--- config.mk ---
export PLATFORM = sky130hd
export DESIGN_NAME = llc_input_stage
export DESIGN_NICKNAME = d
export VERILOG_FILES = /design/src/rtl/llc_input_stage_pkg.sv /design/src/rtl/llc_input_fifo.sv /design/src/rtl/llc_input_stage.sv
export SDC_FILE = /design/constraint.sdc
export NUM_CORES = 1
export LEC_CHECK = 0
export CORE_MARGIN = 3
export CORE_UTILIZATION = 25
export DETAILED_ROUTE_END_ITERATION = 8
export GPL_ROUTABILITY_DRIVEN = 0
export HOLD_SLACK_MARGIN = 0.15
export REMOVE_ABC_BUFFERS = 1
export SLEW_MARGIN = 20
export SYNTH_ARGS = -nofsm -noshare
export SYNTH_HDL_FRONTEND = slang
export SYNTH_SLANG_ARGS = --single-unit
export TNS_END_PERCENT = 100
--- constraint.sdc ---
create_clock -name clk -period 1.96 [get_ports clk]
set_input_delay 0.588 -clock clk [delete_from_list [all_inputs] [get_ports clk]]
set_output_delay 0.588 -clock clk [all_outputs]
set_load 0.01 [all_outputs]
--- src/rtl/llc_input_stage_pkg.sv ---
// +----------------------------------------------------------------------+
// | llc_input_stage_pkg : shared cache types for the LLC input stage     |
// | Rev 1.0                                                              |
// +----------------------------------------------------------------------+
`default_nettype none

package llc_input_stage_pkg;

  localparam int unsigned c_LINE_ADDR_BITS = 26;
  localparam int unsigned c_MSG_BITS       = 4;
  localparam int unsigned c_NUM_CH         = 4;

  // Only these two queue depths are supported.
  localparam int unsigned c_DEPTH_MIN      = 2;
  localparam int unsigned c_DEPTH_MAX      = 4;

  typedef logic [c_LINE_ADDR_BITS-1:0] line_addr_t;

  typedef struct packed {
    line_addr_t              addr;
    logic [c_MSG_BITS-1:0]   msg;
  } llc_in_pkt_t;

  typedef enum logic [1:0] {
    CH_RST_TB     = 2'd0,
    CH_RSP_IN     = 2'd1,
    CH_REQ_IN     = 2'd2,
    CH_DMA_REQ_IN = 2'd3
  } llc_in_ch_e;

  function automatic bit depth_is_legal(input int unsigned depth);
    return (depth == c_DEPTH_MIN) || (depth == c_DEPTH_MAX);
  endfunction

endpackage

`default_nettype wire

--- src/rtl/llc_input_fifo.sv ---
// +----------------------------------------------------------------------+
// | llc_input_fifo : one channel queue with sticky underflow flag;       |
// | optional accept counter under LLC_INPUT_STATS_EN.  Rev 1.0           |
// +----------------------------------------------------------------------+
`default_nettype none

module llc_input_fifo
  import llc_input_stage_pkg::*;
#(
  parameter int unsigned DEPTH = 2
) (
  input  logic        clk,
  input  logic        rst,
  input  logic        push_valid_i,
  output logic        push_ready_o,
  input  llc_in_pkt_t push_data_i,
  input  logic        pop_i,
  output logic        head_valid_o,
  output llc_in_pkt_t head_o,
  output logic        underflow_o
`ifdef LLC_INPUT_STATS_EN
  ,
  output logic [15:0] accept_cnt_o
`endif
);

  localparam int unsigned PW = $clog2(DEPTH);
  localparam int unsigned CW = $clog2(DEPTH) + 1;

  if (!depth_is_legal(DEPTH)) begin : g_depth_check
    $error("llc_input_fifo: DEPTH must be 2 or 4");
  end

  llc_in_pkt_t   r_mem_q [DEPTH];
  logic [PW-1:0] r_wptr_q, r_wptr_d;
  logic [PW-1:0] r_rptr_q, r_rptr_d;
  logic [CW-1:0] r_count_q, r_count_d;
  logic          r_underflow_q, r_underflow_d;
  logic          w_push;
  logic          w_pop;
  logic          w_empty;

  assign w_empty      = (r_count_q == '0);
  // Ready depends on registered occupancy only, so a same-cycle pop never frees a full slot.
  assign push_ready_o = rst && (r_count_q != CW'(DEPTH));
  assign w_push       = push_valid_i && push_ready_o;
  assign w_pop        = pop_i && !w_empty;
  assign head_valid_o = !w_empty;
  assign head_o       = r_mem_q[r_rptr_q];
  assign underflow_o  = r_underflow_q;

  always_comb begin
    r_wptr_d      = r_wptr_q;
    r_rptr_d      = r_rptr_q;
    r_count_d     = r_count_q;
    r_underflow_d = r_underflow_q | (pop_i && w_empty);
    if (w_push) r_wptr_d = r_wptr_q + 1'b1;
    if (w_pop)  r_rptr_d = r_rptr_q + 1'b1;
    case ({w_push, w_pop})
      2'b10:   r_count_d = r_count_q + 1'b1;
      2'b01:   r_count_d = r_count_q - 1'b1;
      default: r_count_d = r_count_q;
    endcase
  end

  always_ff @(posedge clk or negedge rst) begin
    if (!rst) begin
      r_wptr_q      <= '0;
      r_rptr_q      <= '0;
      r_count_q     <= '0;
      r_underflow_q <= 1'b0;
    end else begin
      r_wptr_q      <= r_wptr_d;
      r_rptr_q      <= r_rptr_d;
      r_count_q     <= r_count_d;
      r_underflow_q <= r_underflow_d;
    end
  end

  always_ff @(posedge clk or negedge rst) begin
    if (!rst) begin
      for (int i = 0; i < int'(DEPTH); i++) r_mem_q[i] <= '0;
    end else if (w_push) begin
      r_mem_q[r_wptr_q] <= push_data_i;
    end
  end

`ifdef LLC_INPUT_STATS_EN
  logic [15:0] r_accept_cnt_q;

  always_ff @(posedge clk or negedge rst) begin
    if (!rst) begin
      r_accept_cnt_q <= '0;
    end else if (w_push && (r_accept_cnt_q != 16'hFFFF)) begin
      r_accept_cnt_q <= r_accept_cnt_q + 16'd1;
    end
  end

  assign accept_cnt_o = r_accept_cnt_q;
`endif

endmodule

`default_nettype wire

--- src/rtl/llc_input_stage.sv ---
// +----------------------------------------------------------------------+
// | llc_input_stage : four independent per-channel input queues feeding  |
// | the LLC decoder; LLC_INPUT_STATS_EN adds accept counters. Rev 1.0    |
// +----------------------------------------------------------------------+
`default_nettype none

module llc_input_stage
  import llc_input_stage_pkg::*;
#(
  parameter int unsigned DEPTH = 2
) (
  input  logic        clk,
  input  logic        rst,

  input  logic        rst_tb_valid,
  output logic        rst_tb_ready,
  input  llc_in_pkt_t rst_tb_data,
  output logic        llc_rst_tb_valid_int,
  output llc_in_pkt_t rst_tb_head,
  input  logic        get_rst_tb,

  input  logic        rsp_in_valid,
  output logic        rsp_in_ready,
  input  llc_in_pkt_t rsp_in_data,
  output logic        llc_rsp_in_valid_int,
  output llc_in_pkt_t rsp_in_head,
  input  logic        get_rsp_in,

  input  logic        req_in_valid,
  output logic        req_in_ready,
  input  llc_in_pkt_t req_in_data,
  output logic        llc_req_in_valid_int,
  output llc_in_pkt_t req_in_head,
  input  logic        get_req_in,

  input  logic        dma_req_in_valid,
  output logic        dma_req_in_ready,
  input  llc_in_pkt_t dma_req_in_data,
  output logic        llc_dma_req_in_valid_int,
  output llc_in_pkt_t dma_req_in_head,
  input  logic        get_dma_req_in,

  output logic        underflow_err
`ifdef LLC_INPUT_STATS_EN
  ,
  output logic [15:0] rst_tb_accept_cnt,
  output logic [15:0] rsp_in_accept_cnt,
  output logic [15:0] req_in_accept_cnt,
  output logic [15:0] dma_req_in_accept_cnt
`endif
);

  logic [c_NUM_CH-1:0] w_valid;
  logic [c_NUM_CH-1:0] w_ready;
  logic [c_NUM_CH-1:0] w_get;
  logic [c_NUM_CH-1:0] w_vint;
  logic [c_NUM_CH-1:0] w_under;
  llc_in_pkt_t         w_data [c_NUM_CH];
  llc_in_pkt_t         w_head [c_NUM_CH];
`ifdef LLC_INPUT_STATS_EN
  logic [15:0]         w_acc  [c_NUM_CH];
`endif

  assign w_valid[CH_RST_TB]     = rst_tb_valid;
  assign w_valid[CH_RSP_IN]     = rsp_in_valid;
  assign w_valid[CH_REQ_IN]     = req_in_valid;
  assign w_valid[CH_DMA_REQ_IN] = dma_req_in_valid;

  assign w_data[CH_RST_TB]      = rst_tb_data;
  assign w_data[CH_RSP_IN]      = rsp_in_data;
  assign w_data[CH_REQ_IN]      = req_in_data;
  assign w_data[CH_DMA_REQ_IN]  = dma_req_in_data;

  assign w_get[CH_RST_TB]       = get_rst_tb;
  assign w_get[CH_RSP_IN]       = get_rsp_in;
  assign w_get[CH_REQ_IN]       = get_req_in;
  assign w_get[CH_DMA_REQ_IN]   = get_dma_req_in;

  for (genvar g = 0; g < int'(c_NUM_CH); g++) begin : g_ch
    llc_input_fifo #(
      .DEPTH        (DEPTH)
    ) u_fifo (
      .clk          (clk),
      .rst          (rst),
      .push_valid_i (w_valid[g]),
      .push_ready_o (w_ready[g]),
      .push_data_i  (w_data[g]),
      .pop_i        (w_get[g]),
      .head_valid_o (w_vint[g]),
      .head_o       (w_head[g]),
      .underflow_o  (w_under[g])
`ifdef LLC_INPUT_STATS_EN
      ,
      .accept_cnt_o (w_acc[g])
`endif
    );
  end

  assign rst_tb_ready             = w_ready[CH_RST_TB];
  assign rsp_in_ready             = w_ready[CH_RSP_IN];
  assign req_in_ready             = w_ready[CH_REQ_IN];
  assign dma_req_in_ready         = w_ready[CH_DMA_REQ_IN];

  assign llc_rst_tb_valid_int     = w_vint[CH_RST_TB];
  assign llc_rsp_in_valid_int     = w_vint[CH_RSP_IN];
  assign llc_req_in_valid_int     = w_vint[CH_REQ_IN];
  assign llc_dma_req_in_valid_int = w_vint[CH_DMA_REQ_IN];

  assign rst_tb_head              = w_head[CH_RST_TB];
  assign rsp_in_head              = w_head[CH_RSP_IN];
  assign req_in_head              = w_head[CH_REQ_IN];
  assign dma_req_in_head          = w_head[CH_DMA_REQ_IN];

  // A single sticky error line: any channel popped while empty.
  assign underflow_err            = |w_under;

`ifdef LLC_INPUT_STATS_EN
  assign rst_tb_accept_cnt        = w_acc[CH_RST_TB];
  assign rsp_in_accept_cnt        = w_acc[CH_RSP_IN];
  assign req_in_accept_cnt        = w_acc[CH_REQ_IN];
  assign dma_req_in_accept_cnt    = w_acc[CH_DMA_REQ_IN];
`endif

endmodule

`default_nettype wire

==> results of run 1 <==
[flip-flops by register name, summed over array words and instances (netlist names)]
name,count
g_ch.u_fifo.r_wptr_q,4
g_ch.u_fifo.r_count_q,8
g_ch.u_fifo.r_rptr_q,4
g_ch.u_fifo.underflow_o,4
g_ch.u_fifo.r_mem_q,240
[metal layers]
layer	vias to the layer above	track usage	part of all wire
met5	-	0	0.00037
met4	2	0.03022	0.019
met3	37	0.03838	0.076
met2	171	0.2029	0.47
met1	3664	0.1498	0.43
li1	3317	-	-
[area by class of cell]
cell class,instances,area (um2),area share
Clock buffer,46,892.1,0.05201
Clock inverter,7,72.57,0.004231
Inverter,4,15.01,0.0008753
Multi-Input combinational cell,421,4901,0.2857
Sequential cell,260,6511,0.3796
Tap cell,592,740.7,0.04318
Timing Repair Buffer,365,4020,0.2344
[logic make-up (layout without fill, tap and decap cells)]
group                    after synthesis  after routing
AND/OR/NAND/NOR                       33             33
buffers and inverters                 41            422
AO/OA/AOI/OAI                          4              4
XOR/XNOR                              20             20
multiplexers                         360            360
flip-flops                           260            260
adder cells (fa/ha/maj)                4              4
[where the power goes]
| group | switching (W) | total, W | internal [W] |
|---|---|---|---|
| Combinational | 0.00578 | 0.0164 | 0.0107 |
| Clock | 0.00225 | 0.00549 | 0.00325 |
| Sequential | 0.00141 | 0.00951 | 0.00810 |
[cell usage after synthesis]
master    number
or4_1          1
and4b_1        4
xor2_1         8
mux2_2       360
buf_2         21
nor2_1         8
nand4_1        4
nand3_1        4
xnor2_1       12
a21o_1         4
nand2b_4       1
dfrtp_1      260
buf_1          4
ha_1           4
buf_6         12
nand2b_1       3
and2_1         8
inv_1          4
[worst min-delay path by stage]
stage	slack (ps)	cells past startpoint	end
after floorplan	290	0	g_ch[0].u_fifo.r_count_q[0]
after global placement	440	1	g_ch[3].u_fifo.underflow_o
after detailed placement	440	1	g_ch[3].u_fifo.underflow_o
after CTS	450	1	g_ch[3].u_fifo.underflow_o
after global routing	480	3	g_ch[3].u_fifo.r_mem_q[41]
final	450	1	g_ch[3].u_fifo.underflow_o
[worst max-delay path: cells and delay by family, from the launching register on]
family	cells	cell delay [ps]
buffers and inverters	4	510
DFF	1	430
muxes	1	310
[timing repair]
action | in CTS | in global routing
hold endpoints to repair | 26 | 0
pin swaps | 5 | 6
hold buffers | 1 | 0
cloned | 7 | 3
setup buffers | 49 | 17
endpoints found under the setup margin | 129 | 507
gates resized for setup | 681 | 151
[through the flow]
stage | TNS, ps | area, um2 | power, W | worst slack [ps] | util
5_1_grt | -50770 | 17150 | 0.03352 | -516.2 | 0.3862
3_5_place_dp | -25940 | 14830 | 0.02239 | -180.5 | 0.3340
4_1_cts | -92000 | 16570 | 0.03014 | -526.7 | 0.3730
6_report | -40930 | 17150 | 0.03145 | -443.5 | 0.3862
2_1_floorplan | -21760 | 11040 | 0.01605 | -187.0 | -
3_3_place_gp | -22130 | 14830 | 0.02216 | -182.1 | 0.3340
==> results.md, run 1 <==
- Setup-failing EPs final: 125
- DRT iter0 DRCs: 289
- Root buffer cell: clkbuf_16
- Vias/cell: 4.242
- Static Leakage: 7.577 nW
- DRC: 0
- Largest cells by area after synthesis: dfrtp_1 (58%), mux2_2 (36%), buf_6 (1.2%)
- Mapped cell area: 0.01129 mm2
- Mapped Cells: 722
- Worst Setup EP: rst_tb_head[6]
- First-pass detailed-route iteration total: 4
- Initial Util: 0.2542
- Crit-path cells: buf_12 > buf_16 > buf_6 > mux2_4 > buf_6
- CTS Buf Count: 31
- Slew headroom: 0.4329
- Antenna diodes: 0
- CP required: 1370 ps
- Compound-Gate Fraction of Synth Area: 0.002660
- Sequential element share of the synthesized area: 0.5762
- Initial antenna violation count: 1
- Vias in the first global route: 8058
- Max Freq: 0.4161 GHz
- Startpoint of the worst hold path: g_ch[3].u_fifo.underflow_o
- Worst hold path type: flop to flop
- Clock Pin Slew Worst Setup and Hold Paths: 50 ps
- Largest net degree at the start of global routing: 86
- H-tree depth: 1
- Xor and xnor area share after synthesis: 0.01551
- Commonest non-fill, non-tap cell in the layout: mux2_2
- CTS tree: yes
- Fin. Hold Viols: 0
- Distinct cells, synth: 18
- Avg WL per Cell: 17.66 um
- First-pass GRT wire length: 45380 um
- Most frequent cells in the layout: mux2_2 (272), dfrtp_1 (256), buf_6 (147), clkdlybuf4s50_1 (128), mux2_4 (88)
- Post-Place Cells: 1576
- Fin Hold WS: 452.2 ps
- Synth Area in Simple Gates: 0.01817
- Synth top area share: 0.5762
- Total track usage: 0.1204
- Proportion of synthesized area in mux cells: 0.3590
- Worst r2r src: g_ch[1].u_fifo.r_count_q[1]
- Max IR drop VDD: 0.0009580 V
- WP data arrival: 1820 ps
- Hpwl dp: 18250 um
- Status: finished, violations left
- I/O Pins: 259
- Largest family of logic cells by synthesized area: multiplexers
- Overflow after GRT: 0
- Vias: 7191
- Fin nets: 1217
- Fin. max-slew vios: 0
- RSZ-0062 raised after global routing: yes
- Reg-to-Reg End: g_ch[1].u_fifo.r_mem_q[51]
- Top cell type by total area after synthesis: dfrtp_1
- Max Cap Viol: 0
- Area growth syn-to-layout: 51.92%
- Die W: 218.5 um
- PwrDens: 1834 mW/mm2
- Clock Skews: 9.188 ps
- Fin cells: 1695
- Buffers on Ports: 258
- FF-to-FF setup slack: 170 ps
- Most numerous cell on the critical path: buf_6
- Share of layout cells above drive strength 1: 0.5993
- DRT antenna net count: 0
- Core area: 0.04441 mm2
- Adder-cell area share of the yosys netlist: 0.004433
- Clock buffer depth: 3
- Min Tclk post-route: 2403 ps
- Num Clock Sinks: 260
- Clock Latency Late Sink: 570 ps
- Failing checks: setup timing
- CP max stage cell: dfrtp_2
- Final Cycle Share: 1.226
- Rows: 77
- Filler cell count: 4217
- Worst Tran Pin Value: 850.6 ps
- Syn avg cell area: 15.64 um2
- DRT Wirelength: 29930 um
- Worst r2r path cells: 7
- Synth Register Bits: 260
- CP max FO: 5
- Synth warn: 0
- Min setup slack post-route: -443.5 ps
- CP Class: flop to output pin
- Die ar.: 0.04775 mm2
- CP endpoint kind: output pin
- Largest stage delay, worst path: 430 ps
- Setup crit start kind: flop
- Critical Path Start: g_ch[0].u_fifo.r_rptr_q
- Die height: 218.5 um
(Power assumes the default switching activity.)
==> run 2, diff against run 1 <==
--- a/config.mk
+++ b/config.mk
@@ -11,7 +11,7 @@
 export GPL_ROUTABILITY_DRIVEN = 0
 export HOLD_SLACK_MARGIN = 0.15
 export REMOVE_ABC_BUFFERS = 1
-export SLEW_MARGIN = 20
+export SLEW_MARGIN = 15
 export SYNTH_ARGS = -nofsm -noshare
 export SYNTH_HDL_FRONTEND = slang
 export SYNTH_SLANG_ARGS = --single-unit
==> results of run 2 <==
Final layout, timing and power as in run 1 (identical DEF).
==> run 3, diff against run 2 <==
--- a/config.mk
+++ b/config.mk
@@ -7,6 +7,7 @@
 export LEC_CHECK = 0
 export CORE_MARGIN = 3
 export CORE_UTILIZATION = 25
+export CTS_CLUSTER_SIZE = 8
 export DETAILED_ROUTE_END_ITERATION = 8
 export GPL_ROUTABILITY_DRIVEN = 0
 export HOLD_SLACK_MARGIN = 0.15
==> results.md, run 3 (same netlist as run 1, synthesis figures left out) <==
- Clock Latency Late Sink: 540 ps (-30 ps)
- Stages on worst setup path: 5 (unchanged)
- First-pass detailed-route iteration total: 4 (unchanged)
- Max Freq: 0.4105 GHz (-1.3%)
- Avg WL per Cell: 17.60 um (-0.31%)
- Fin. max-slew vios: 0 (unchanged)
- Vias/cell: 4.261 (+0.43%)
- Flop pwr share: 0.298 (-0.005)
- Worst hold path type: input port to asynchronous set/reset pin
- Max Cap Viol: 0 (unchanged)
- Min setup slack post-route: -476.1 ps (-32.63 ps)
- CTS tree: yes
- Fin. Hold Viols: 0 (unchanged)
- DRC: 0 (unchanged)
- RSZ-0062 raised after global routing: yes
- Overflow after GRT: 0 (unchanged)
- I/O Pins: 259 (unchanged)
- Regs by FF count: g_ch.u_fifo.r_mem_q x240, g_ch.u_fifo.r_count_q x8
- CP Class: flop to output pin
- CTS Buf Count: 38 (+23%)
- Commonest non-fill, non-tap cell in the layout: mux2_2
- Worst r2r path cells: 6 (-1)
- Rows: 77 (unchanged)
- Worst path bufs/invs: 4 (unchanged)
- Internal power: 0.02243 W (+1.9%)
- Die W: 218.5 um (unchanged)
- WP data arrival: 1850 ps (+30 ps)
- Max IR drop VDD: 0.0009441 V (-1.4%)
- Initial antenna violation count: 2 (+1)
- Root buffer cell: clkbuf_16
- Vias: 7226 (+0.49%)
- Static Leakage: 7.613 nW (+0.47%)
- Comb pwr share: 0.519 (-0.004)
- Status: finished, violations left
- Core area: 0.04441 mm2 (unchanged)
- Vias in the first global route: 8251 (+2.4%)
- Failing checks: setup timing
- Area growth syn-to-layout: 53.27%
- Most numerous cell on the critical path: buf_6
- Buffers on Ports: 258 (unchanged)
- Net Sw Frac: 0.2965 (-0.003569)
- Num Clock Sinks: 260 (unchanged)
- Crit-path cells: buf_12 > buf_16 > buf_6 > mux2_4 > buf_6
- Antenna diodes: 0 (unchanged)
- Worst Tran Pin Value: 855.9 ps (+5.341 ps)
- Setup-failing EPs final: 122 (-2.4%)
- Die ar.: 0.04775 mm2 (unchanged)
- Die height: 218.5 um (unchanged)
- DRT antenna net count: 0 (unchanged)
- Largest register FFs: 240 (unchanged)
- Largest net degree at the start of global routing: 86 (unchanged)
- Clk pwr share: 0.183 (+0.008)
- Register bank with the most flops: g_ch.u_fifo.r_mem_q
- Share of layout cells above drive strength 1: 0.6014 (+0.002175)
- Fin area: 0.01731 mm2 (+0.89%)
- Fin nets: 1235 (+1.5%)
- DRT iter0 DRCs: 235 (-19%)
- Slew headroom: 0.4294 (-0.003561)
- Most frequent cells in the layout: mux2_2 (289), dfrtp_1 (255), buf_6 (161), clkdlybuf4s50_1 (128), mux2_4 (71)
- First-pass GRT wire length: 46700 um (+2.9%)
- Min Tclk post-route: 2436 ps (+32.63 ps)
- Hpwl dp: 18250 um (unchanged)
- Fin Hold WS: 406.4 ps (-45.86 ps)
- Clock Skews: 17.70 ps (+8.511 ps)
- DP Area: 0.01483 mm2 (unchanged)
- Clock Pin Slew Worst Setup and Hold Paths: 50 ps (about the same)
- PwrDens: 1842 mW/mm2 (+0.48%)
- CP required: 1370 ps (about the same)
- H-tree depth: 2 (+1)
- DRT Wirelength: 29850 um (-0.25%)
- Filler cell count: 4223 (+0.14%)
- CP endpoint kind: output pin
- Switching power: 0.009454 W (+0.17%)
- Initial Util: 0.2542 (unchanged)
- Clock buffer depth: 3 (unchanged)
- CP delay by family, top: buffers and inverters
- CP max stage cell: dfrtp_2
- Total track usage: 0.1264 (+0.006011)
- CP max FO: 7 (+2)
- Worst slack, placed: -180.5 ps (unchanged)
- Setup crit start kind: flop
- Largest stage delay, worst path: 470 ps (+40 ps)
- Final Cycle Share: 1.243 (+0.01665)
- Core Util, Final: 0.3896 (+0.003437)
[run 3: cell types whose count changed in the layout (fill, tap and decap cells not counted), moves of 3 or more]
cell,previous run,this run
mux2_4,88,71
clkbuf_1,9,2
clkbuf_8,6,1
buf_16,2,7
buf_6,147,161
buf_4,52,44
mux2_2,272,289
clkdlybuf4s15_1,0,3
clkbuf_16,34,39
[run 3: worst paths after layout]
kind                                                   from                         end  slack (ps)
worst max-delay path                g_ch[0].u_fifo.r_rptr_q             rst_tb_head[18]        -480
worst min-delay path                                    rst  g_ch[3].u_fifo.r_mem_q[53]         410
worst max register to register  g_ch[0].u_fifo.r_count_q[1]  g_ch[0].u_fifo.r_mem_q[41]         250
worst min register to register   g_ch[3].u_fifo.underflow_o  g_ch[3].u_fifo.underflow_o         450
max in group asynchronous                               rst  g_ch[0].u_fifo.r_mem_q[33]         460
min in group clk                 g_ch[3].u_fifo.underflow_o  g_ch[3].u_fifo.underflow_o         450
[run 3: stage by stage]
step                      total power [W]  instances  TNS [ps]
after floorplan                   0.01605        685    -21760
after global placement            0.02216       1576    -22130
after detailed placement          0.02239       1576    -25940
after CTS                         0.03175       1687   -104140
after global routing              0.03396       1696    -48450
final                             0.03189       1696    -39690
[run 3: repair_timing]
item | CTS | global route
pin swaps | 5 | 3
setup buffers | 58 | 14
hold endpoints to repair | 26 | 0
hold buffers | 1 | 0
cloned | 10 | 0
setup endpoints to repair | 129 | 505
resized for setup | 732 | 83
[run 3: layout make-up]
class                           instances  area (um2)  share of cell area
Clock buffer                           42       997.2             0.05762
Clock inverter                          1       8.758           0.0005061
Inverter                                4       15.01           0.0008676
Multi-Input combinational cell        421        4837              0.2795
Sequential cell                       260        6513              0.3763
Tap cell                              592       740.7             0.04280
Timing Repair Buffer                  376        4194              0.2424
[run 3: power groups by stage]
stage               Clock, W  Combinational, W  Sequential, W
global placement           0            0.0129        0.00930
global route         0.00633            0.0177        0.00991
detailed placement         0            0.0129        0.00946
CTS                  0.00611            0.0162        0.00947
finish               0.00583            0.0165        0.00952
floorplan                  0           0.00669        0.00936
[run 3: layer usage]
metal  vias to the layer above  wire length (um)  global-route usage
li1                       3332                 -                   -
met1                      3656             12630              0.1544
met2                       186             14130              0.2080
met3                        50              2345             0.04380
met4                         2               740             0.04349
met5                         -                 7                   0
[run 3: worst min-delay path: cells and delay by family]
kind	cells	cell delay, ps
buf+inv	3	670
